==> config.mk <==
export PLATFORM = sky130hd
export DESIGN_NAME = load_store_unit
export DESIGN_NICKNAME = d
export VERILOG_FILES = /design/src/rtl/load_store_unit_pkg.sv /design/src/rtl/load_store_unit_access_check.sv /design/src/rtl/load_store_unit.sv
export SDC_FILE = /design/constraint.sdc
export NUM_CORES = 1
export LEC_CHECK = 0
export ABC_AREA = 1
export CAP_MARGIN = 25
export CORE_AREA = 4 4 128 130
export DETAILED_ROUTE_END_ITERATION = 6
export DIE_AREA = 0 0 132 134
export PLACE_DENSITY = 0.71
export RECOVER_POWER = 100
export SYNTH_ARGS = -nofsm -noshare
export SYNTH_HDL_FRONTEND = slang
export SYNTH_SLANG_ARGS = --single-unit
==> constraint.sdc <==
create_clock -name clk -period 2.1 [get_ports clk]
set_input_delay 0.42 -clock clk [delete_from_list [all_inputs] [get_ports clk]]
set_output_delay 0.42 -clock clk [all_outputs]
set_load 0.03 [all_outputs]
==> src/rtl/load_store_unit_pkg.sv <==
// Shared types for the load/store unit: CPU word, RAM access mode, LSU states
// and the access-size helper used by the alignment/range screen.
package load_store_unit_pkg;

    typedef logic [31:0] cpu_word;

    // Bit 2 marks zero-extension; the RAM unit does the extension, the LSU only needs the size.
    typedef enum logic [2:0] {
        MODE_BYTE   = 3'd0,
        MODE_HALF   = 3'd1,
        MODE_WORD   = 3'd2,
        MODE_BYTE_U = 3'd4,
        MODE_HALF_U = 3'd5
    } mem_mode;

    typedef enum logic [2:0] {
        LSU_IDLE,
        LSU_ISSUE,
        LSU_LOAD_WAIT,
        LSU_STORE_WAIT,
        LSU_RESP
    } lsu_state;

    localparam cpu_word MEM_BYTES = 32'h0002_0000;

    function automatic logic [2:0] mem_mode_bytes(input mem_mode mode);
        case (mode)
            MODE_HALF, MODE_HALF_U: return 3'd2;
            MODE_WORD:              return 3'd4;
            default:                return 3'd1;
        endcase
    endfunction

endpackage

==> src/rtl/load_store_unit_access_check.sv <==
// Combinational screen for one access: alignment against its size and whether
// the last byte touched lies below ADDR_LIMIT. Shared with the MMIO decoder.
module lsu_access_check
    import load_store_unit_pkg::*;
#(
    parameter cpu_word ADDR_LIMIT = MEM_BYTES
) (
    input  cpu_word addr_i,
    input  mem_mode mode_i,
    output logic    misaligned_o,
    output logic    out_of_range_o
);

    logic [2:0]  accessSize;
    logic [32:0] endAddr;

    // The 33-bit sum keeps accesses near 0xFFFF_FFFC from wrapping into range.
    always_comb begin
        accessSize     = mem_mode_bytes(mode_i);
        endAddr        = {1'b0, addr_i} + {30'b0, accessSize};
        misaligned_o   = ((accessSize == 3'd2) && addr_i[0]) ||
                         ((accessSize == 3'd4) && (addr_i[1:0] != 2'b00));
        out_of_range_o = endAddr > {1'b0, ADDR_LIMIT};
    end

endmodule

==> src/rtl/load_store_unit.sv <==
// Load/store unit: sole master of the RAM data port. Accepts one CPU request at
// a time, screens it, strobes port2 once and returns a one-cycle response.
module load_store_unit
    import load_store_unit_pkg::*;
#(
    parameter int      STORE_WAIT_CYCLES = 2,
    parameter int      TIMEOUT           = 15,
    parameter cpu_word ADDR_LIMIT        = MEM_BYTES
) (
    input  logic    clk,
    input  logic    reset,
    input  logic    req_valid,
    output logic    req_ready,
    input  logic    req_we,
    input  cpu_word req_addr,
    input  cpu_word req_wdata,
    input  mem_mode req_mode,
    output logic    resp_valid,
    output cpu_word resp_rdata,
    output logic    resp_fault,
    output logic    resp_timeout,
    output logic    busy,
    output logic    port2en,
    output logic    port2WEn,
    output cpu_word port2adr,
    output cpu_word port2i,
    output mem_mode memMode,
    input  cpu_word port2o,
    input  logic    port2avail
);

    localparam int CNT_W = $clog2(TIMEOUT + 1);

    lsu_state         state_q, state_d;
    cpu_word          addr_q, addr_d;
    cpu_word          wdata_q, wdata_d;
    mem_mode          mode_q, mode_d;
    logic             we_q, we_d;
    logic [CNT_W-1:0] cnt_q, cnt_d;
    cpu_word          respRdata_q, respRdata_d;
    logic             respFault_q, respFault_d;
    logic             respTimeout_q, respTimeout_d;

    logic misaligned, outOfRange, accept, portActive;

    lsu_access_check #(.ADDR_LIMIT(ADDR_LIMIT)) u_check (
        .addr_i         (req_addr),
        .mode_i         (req_mode),
        .misaligned_o   (misaligned),
        .out_of_range_o (outOfRange)
    );

    always_ff @(posedge clk or negedge reset) begin
        if (!reset) begin
            state_q       <= LSU_IDLE;
            addr_q        <= '0;
            wdata_q       <= '0;
            mode_q        <= MODE_BYTE;
            we_q          <= 1'b0;
            cnt_q         <= '0;
            respRdata_q   <= '0;
            respFault_q   <= 1'b0;
            respTimeout_q <= 1'b0;
        end else begin
            state_q       <= state_d;
            addr_q        <= addr_d;
            wdata_q       <= wdata_d;
            mode_q        <= mode_d;
            we_q          <= we_d;
            cnt_q         <= cnt_d;
            respRdata_q   <= respRdata_d;
            respFault_q   <= respFault_d;
            respTimeout_q <= respTimeout_d;
        end
    end

    assign req_ready = reset && (state_q == LSU_IDLE);
    assign accept    = req_valid && req_ready;

    always_comb begin
        state_d       = state_q;
        addr_d        = addr_q;
        wdata_d       = wdata_q;
        mode_d        = mode_q;
        we_d          = we_q;
        cnt_d         = cnt_q;
        respRdata_d   = respRdata_q;
        respFault_d   = respFault_q;
        respTimeout_d = respTimeout_q;
        case (state_q)
            LSU_IDLE: begin
                if (accept) begin
                    addr_d        = req_addr;
                    wdata_d       = req_wdata;
                    mode_d        = req_mode;
                    we_d          = req_we;
                    respRdata_d   = '0;
                    respFault_d   = misaligned || outOfRange;
                    respTimeout_d = 1'b0;
                    state_d       = (misaligned || outOfRange) ? LSU_RESP : LSU_ISSUE;
                end
            end
            LSU_ISSUE: begin
                cnt_d   = '0;
                state_d = we_q ? LSU_STORE_WAIT : LSU_LOAD_WAIT;
            end
            LSU_LOAD_WAIT: begin
                if (port2avail) begin
                    respRdata_d = port2o;
                    state_d     = LSU_RESP;
                end else if (cnt_q == CNT_W'(TIMEOUT - 1)) begin
                    respTimeout_d = 1'b1;
                    state_d       = LSU_RESP;
                end else begin
                    cnt_d = cnt_q + 1'b1;
                end
            end
            LSU_STORE_WAIT: begin
                if (cnt_q == CNT_W'(STORE_WAIT_CYCLES - 1)) begin
                    state_d = LSU_RESP;
                end else begin
                    cnt_d = cnt_q + 1'b1;
                end
            end
            LSU_RESP: state_d = LSU_IDLE;
            default:  state_d = LSU_IDLE;
        endcase
    end

    // A faulted request never reaches the RAM, so the port stays quiet through its RESP cycle.
    assign portActive = (state_q == LSU_ISSUE) || (state_q == LSU_LOAD_WAIT) ||
                        (state_q == LSU_STORE_WAIT) || ((state_q == LSU_RESP) && !respFault_q);

    assign port2en      = (state_q == LSU_ISSUE);
    assign port2WEn     = portActive && we_q;
    assign port2adr     = portActive ? addr_q : '0;
    assign port2i       = portActive ? wdata_q : '0;
    assign memMode      = portActive ? mode_q : MODE_BYTE;
    assign busy         = (state_q != LSU_IDLE) || accept;
    assign resp_valid   = (state_q == LSU_RESP);
    assign resp_rdata   = respRdata_q;
    assign resp_fault   = respFault_q;
    assign resp_timeout = respTimeout_q;

    availOnlyInLoadWait: assert property (@(posedge clk) disable iff (!reset)
        port2avail |-> (state_q == LSU_LOAD_WAIT));

endmodule

==> impl_metrics.env <==
export IMPL_p_leak_uw=0.004820
export IMPL_crit_required_ns=1.68
export IMPL_finClkSkew_ns=0.005282
export IMPL_synth_fp_nets=930
export IMPL_chipHeight_um=134
export IMPL_pre_cts_ws_ns=-0.8287
export IMPL_track_usage_pct=21.26
export IMPL_wl_per_cell_um=16.06
export IMPL_fin_ws_ns=-0.1429
export IMPL_grt_pass1_vias=6072
export IMPL_gp_congestion=0.9008
export IMPL_critPathMaxStageDelay_ns=0.38
export IMPL_die_area_um2=17690
export IMPL_syn_inst=819
export IMPL_netSwitchingFraction_pct=40.42
export IMPL_period_minus_slack_ns=2.243
export IMPL_ys_flop_type="dfrtp_1"
export IMPL_drt_pass1_iter_count=5
export IMPL_slew_headroom_pct=-1.984
export IMPL_fillers=1199
export IMPL_ant_nets=0
export IMPL_cts_tree="yes"
export IMPL_violations="max-capacitance violations, max-slew violations, negative setup slack"
export IMPL_routed_via_density=4.819
export IMPL_clk_path_buf_depth=2
export IMPL_p_comb_share_pct=50.3
export IMPL_power_switching_uw=3836
export IMPL_htree_levels=3
export IMPL_drtIter0Drc=454
export IMPL_synth_most_common_cell="nand2_1"
export IMPL_start_kind="flip-flop"
export IMPL_synth_seq_cells=109
export IMPL_end_kind="output pin"
export IMPL_fmax_mhz=445.9
export IMPL_cp_max_fo=7
export IMPL_p_int_uw=5654
export IMPL_async_flop_share_pct=100.0
export IMPL_antenna_found_initial=0
export IMPL_ir_worst_vdd_mv=0.5389
export IMPL_syn_area_per_cell_um2=7.270
export IMPL_grt_max_degree=110
export IMPL_status="finished, violations left"
export IMPL_fin_hold_ws_ns=0.3243
export IMPL_worstSetupPathType="reg -> out"
export IMPL_n_antenna_cell=0
export IMPL_synth_top_area_share_pct=45.81
export IMPL_dieWidth_um=132
export IMPL_seqPwrFrac_pct=30.6
export IMPL_hpwl_um=13850
export IMPL_overflow=0
export IMPL_hold_viol_final=0
export IMPL_synth_area_top_cells="dfrtp_1, nand2_1, inv_1"
export IMPL_synth_largest_area_cell="dfrtp_1"
export IMPL_tightest_slew_ns=1.530
export IMPL_worstSkewPairLatency_ns=0.36
export IMPL_io_buffers=209
export IMPL_area_growth_pct=72.89
export IMPL_slowest_stage="dfrtp_1"
export IMPL_cp_top_family="buffers and inverters"
export IMPL_worstPathCellList="nor2_1 -> inv_2 -> buf_4 -> nand2_4 -> nand2_4 -> buf_12 -> inv_8 -> clkbuf_16 -> nor2_2 -> buf_6"
export IMPL_io_pin_count=210
export IMPL_rows=45
export IMPL_seq_area_frac_synth_pct=45.81
export IMPL_maxSlewViolCount=110
export IMPL_postLayoutCoreUtil_pct=67.97
export IMPL_p_clk_share_pct=19.1
export IMPL_wl_um=21010
export IMPL_hold_buffers=0
export IMPL_post_route_drc_count=0
export IMPL_cp_num_buf_inv=6
export IMPL_p_per_area_nw_per_um2=921.8
export IMPL_cts_buffers=9
export IMPL_ys_top_cells_by_count="nand2_1, inv_1, nor2_1"
export IMPL_clkSinkCount=109
export IMPL_cp_common_cell="nand2_4"
export IMPL_synth_edf_count=0
export IMPL_nets=1226
export IMPL_synth_cell_type_count=35
export IMPL_drive_gt1_share_pct=28.39
export IMPL_hold_class="in -> reg"
export IMPL_clkTransAtPathRegs_ns=0.07
export IMPL_start_util_pct=39.31
export IMPL_cap_violations=1
export IMPL_num_vias=6303
export IMPL_synth_warning_count=0
export IMPL_syn_area_um2=5954
export IMPL_grt_pass1_wl_um=30540
export IMPL_root_buffer="clkbuf_16"
export IMPL_setup_viol=82
export IMPL_min_period_over_period_pct=106.8
export IMPL_worstPathArrival_ns=1.82
export IMPL_rsz0062_at_grt="true"
export IMPL_core_area_um2=15150
## power by group through the flow
| stage | logic, uW | clock network [uW] | registers [uW] |
|---|---|---|---|
| 4_1_cts | 3890 | 1840 | 2890 |
| 5_1_grt | 5110 | 1920 | 2960 |
| 3_5_place_dp | 3350 | 0 | 2930 |
| 2_1_floorplan | 2020 | 0 | 2920 |
| 6_report | 4780 | 1810 | 2900 |
| 3_3_place_gp | 3310 | 0 | 2910 |
## flip-flops by register name (all words and copies together), names as in the netlist
signal and cells:
resp_timeout 1, wdata_q 32, addr_q 32, mode_q 3, state_q 3, cnt_q 4, resp_fault 1, resp_rdata 32
we_q 1
## timing repair
| action | in CTS | in global routing |
|---|---|---|
| resized for setup | 135 | 76 |
| pin swaps | 20 | 16 |
| endpoints found under the setup margin | 74 | 123 |
| gates cloned | 2 | 12 |
| setup buffers | 10 | 7 |
## through the flow
step | cell area [um2] | setup TNS [ns] | total power, uW | cells
4_1_cts | 9718 | -5.761 | 8628 | 1290
3_3_place_gp | 8896 | -2.401 | 6217 | 1262
2_1_floorplan | 6151 | -0.4711 | 4939 | 819
3_5_place_dp | 8896 | -2.478 | 6284 | 1262
6_report | 10290 | -6.917 | 9490 | 1308
5_1_grt | 10290 | -18.77 | 9989 | 1308
## worst paths after layout
kind | from | endpoint | slack (ns) | depth (start not counted)
min in group asynchronous | reset | wdata_q[26] | 0.64 | 2
worst max-delay path | state_q[0] | port2adr[11] | -0.14 | 10
worst min register to register | addr_q[28] | addr_q[28] | 0.49 | 2
worst min-delay path | req_mode[0] | mode_q[0] | 0.32 | 3
worst max register to register | state_q[0] | addr_q[24] | -0.05 | 13
max in group asynchronous | reset | wdata_q[15] | 0.51 | 2
## layout by cell type (no fill, tap or decap), drive strengths merged
master	instances
nor2	137
a211oi	1
o22ai	1
xnor2	4
inv	153
and2	2
a31oi	1
clkdlybuf4s50	96
fa	1
o21a	1
nand2	179
nand3	53
ha	6
nor3	8
clkinvlp	1
clkinv	3
clkbuf	25
dfrtp	109
a21oi	5
nand3b	6
o21ai	109
nor4	1
dlygate4sd3	34
nand4	8
xor2	3
a21boi	1
buf	165
bufinv	1
nor3b	1
dlygate4sd2	5
## layer usage
metal,vias to the layer above,share of wire [%],wire (um),track usage [%]
met3,35,6.2,1306,3.976
met1,2942,42,8913,27.37
met5,-,0,0,0
met4,0,2.1,447,6.826
met2,211,49,10340,36.35
li1,3115,-,-,-
## worst register-to-register path: cells and delay by family (launching register included)
family | cells | cell delay [ns]
DFF | 1 | 0.38
AOI/OAI and AO/OA | 1 | 0.07
buffers and inverters | 7 | 1.07
and+or+nand+nor | 5 | 0.55
## logic make-up after synthesis
group,count (synthesis),synth area share [%]
fa+ha+maj,7,1.597
simple gates,395,29.29
xor+xnor,7,1.030
buf+inv,182,11.85
flops,109,45.81
compound gates,119,10.42
## area by class of cell
cell class | count | area, um2 | area share [%]
clock buffer | 10 | 239.0 | 2.321
sequential | 109 | 2728 | 26.49
multi-input combinational | 528 | 3062 | 29.74
inverter | 151 | 586.8 | 5.700
timing repair inverter | 1 | 11.26 | 0.1094
clock inverter | 6 | 67.56 | 0.6563
timing repair buffer | 315 | 3366 | 32.69
tap | 188 | 235.2 | 2.285
Note: power is estimated with default switching activity, not from simulation.
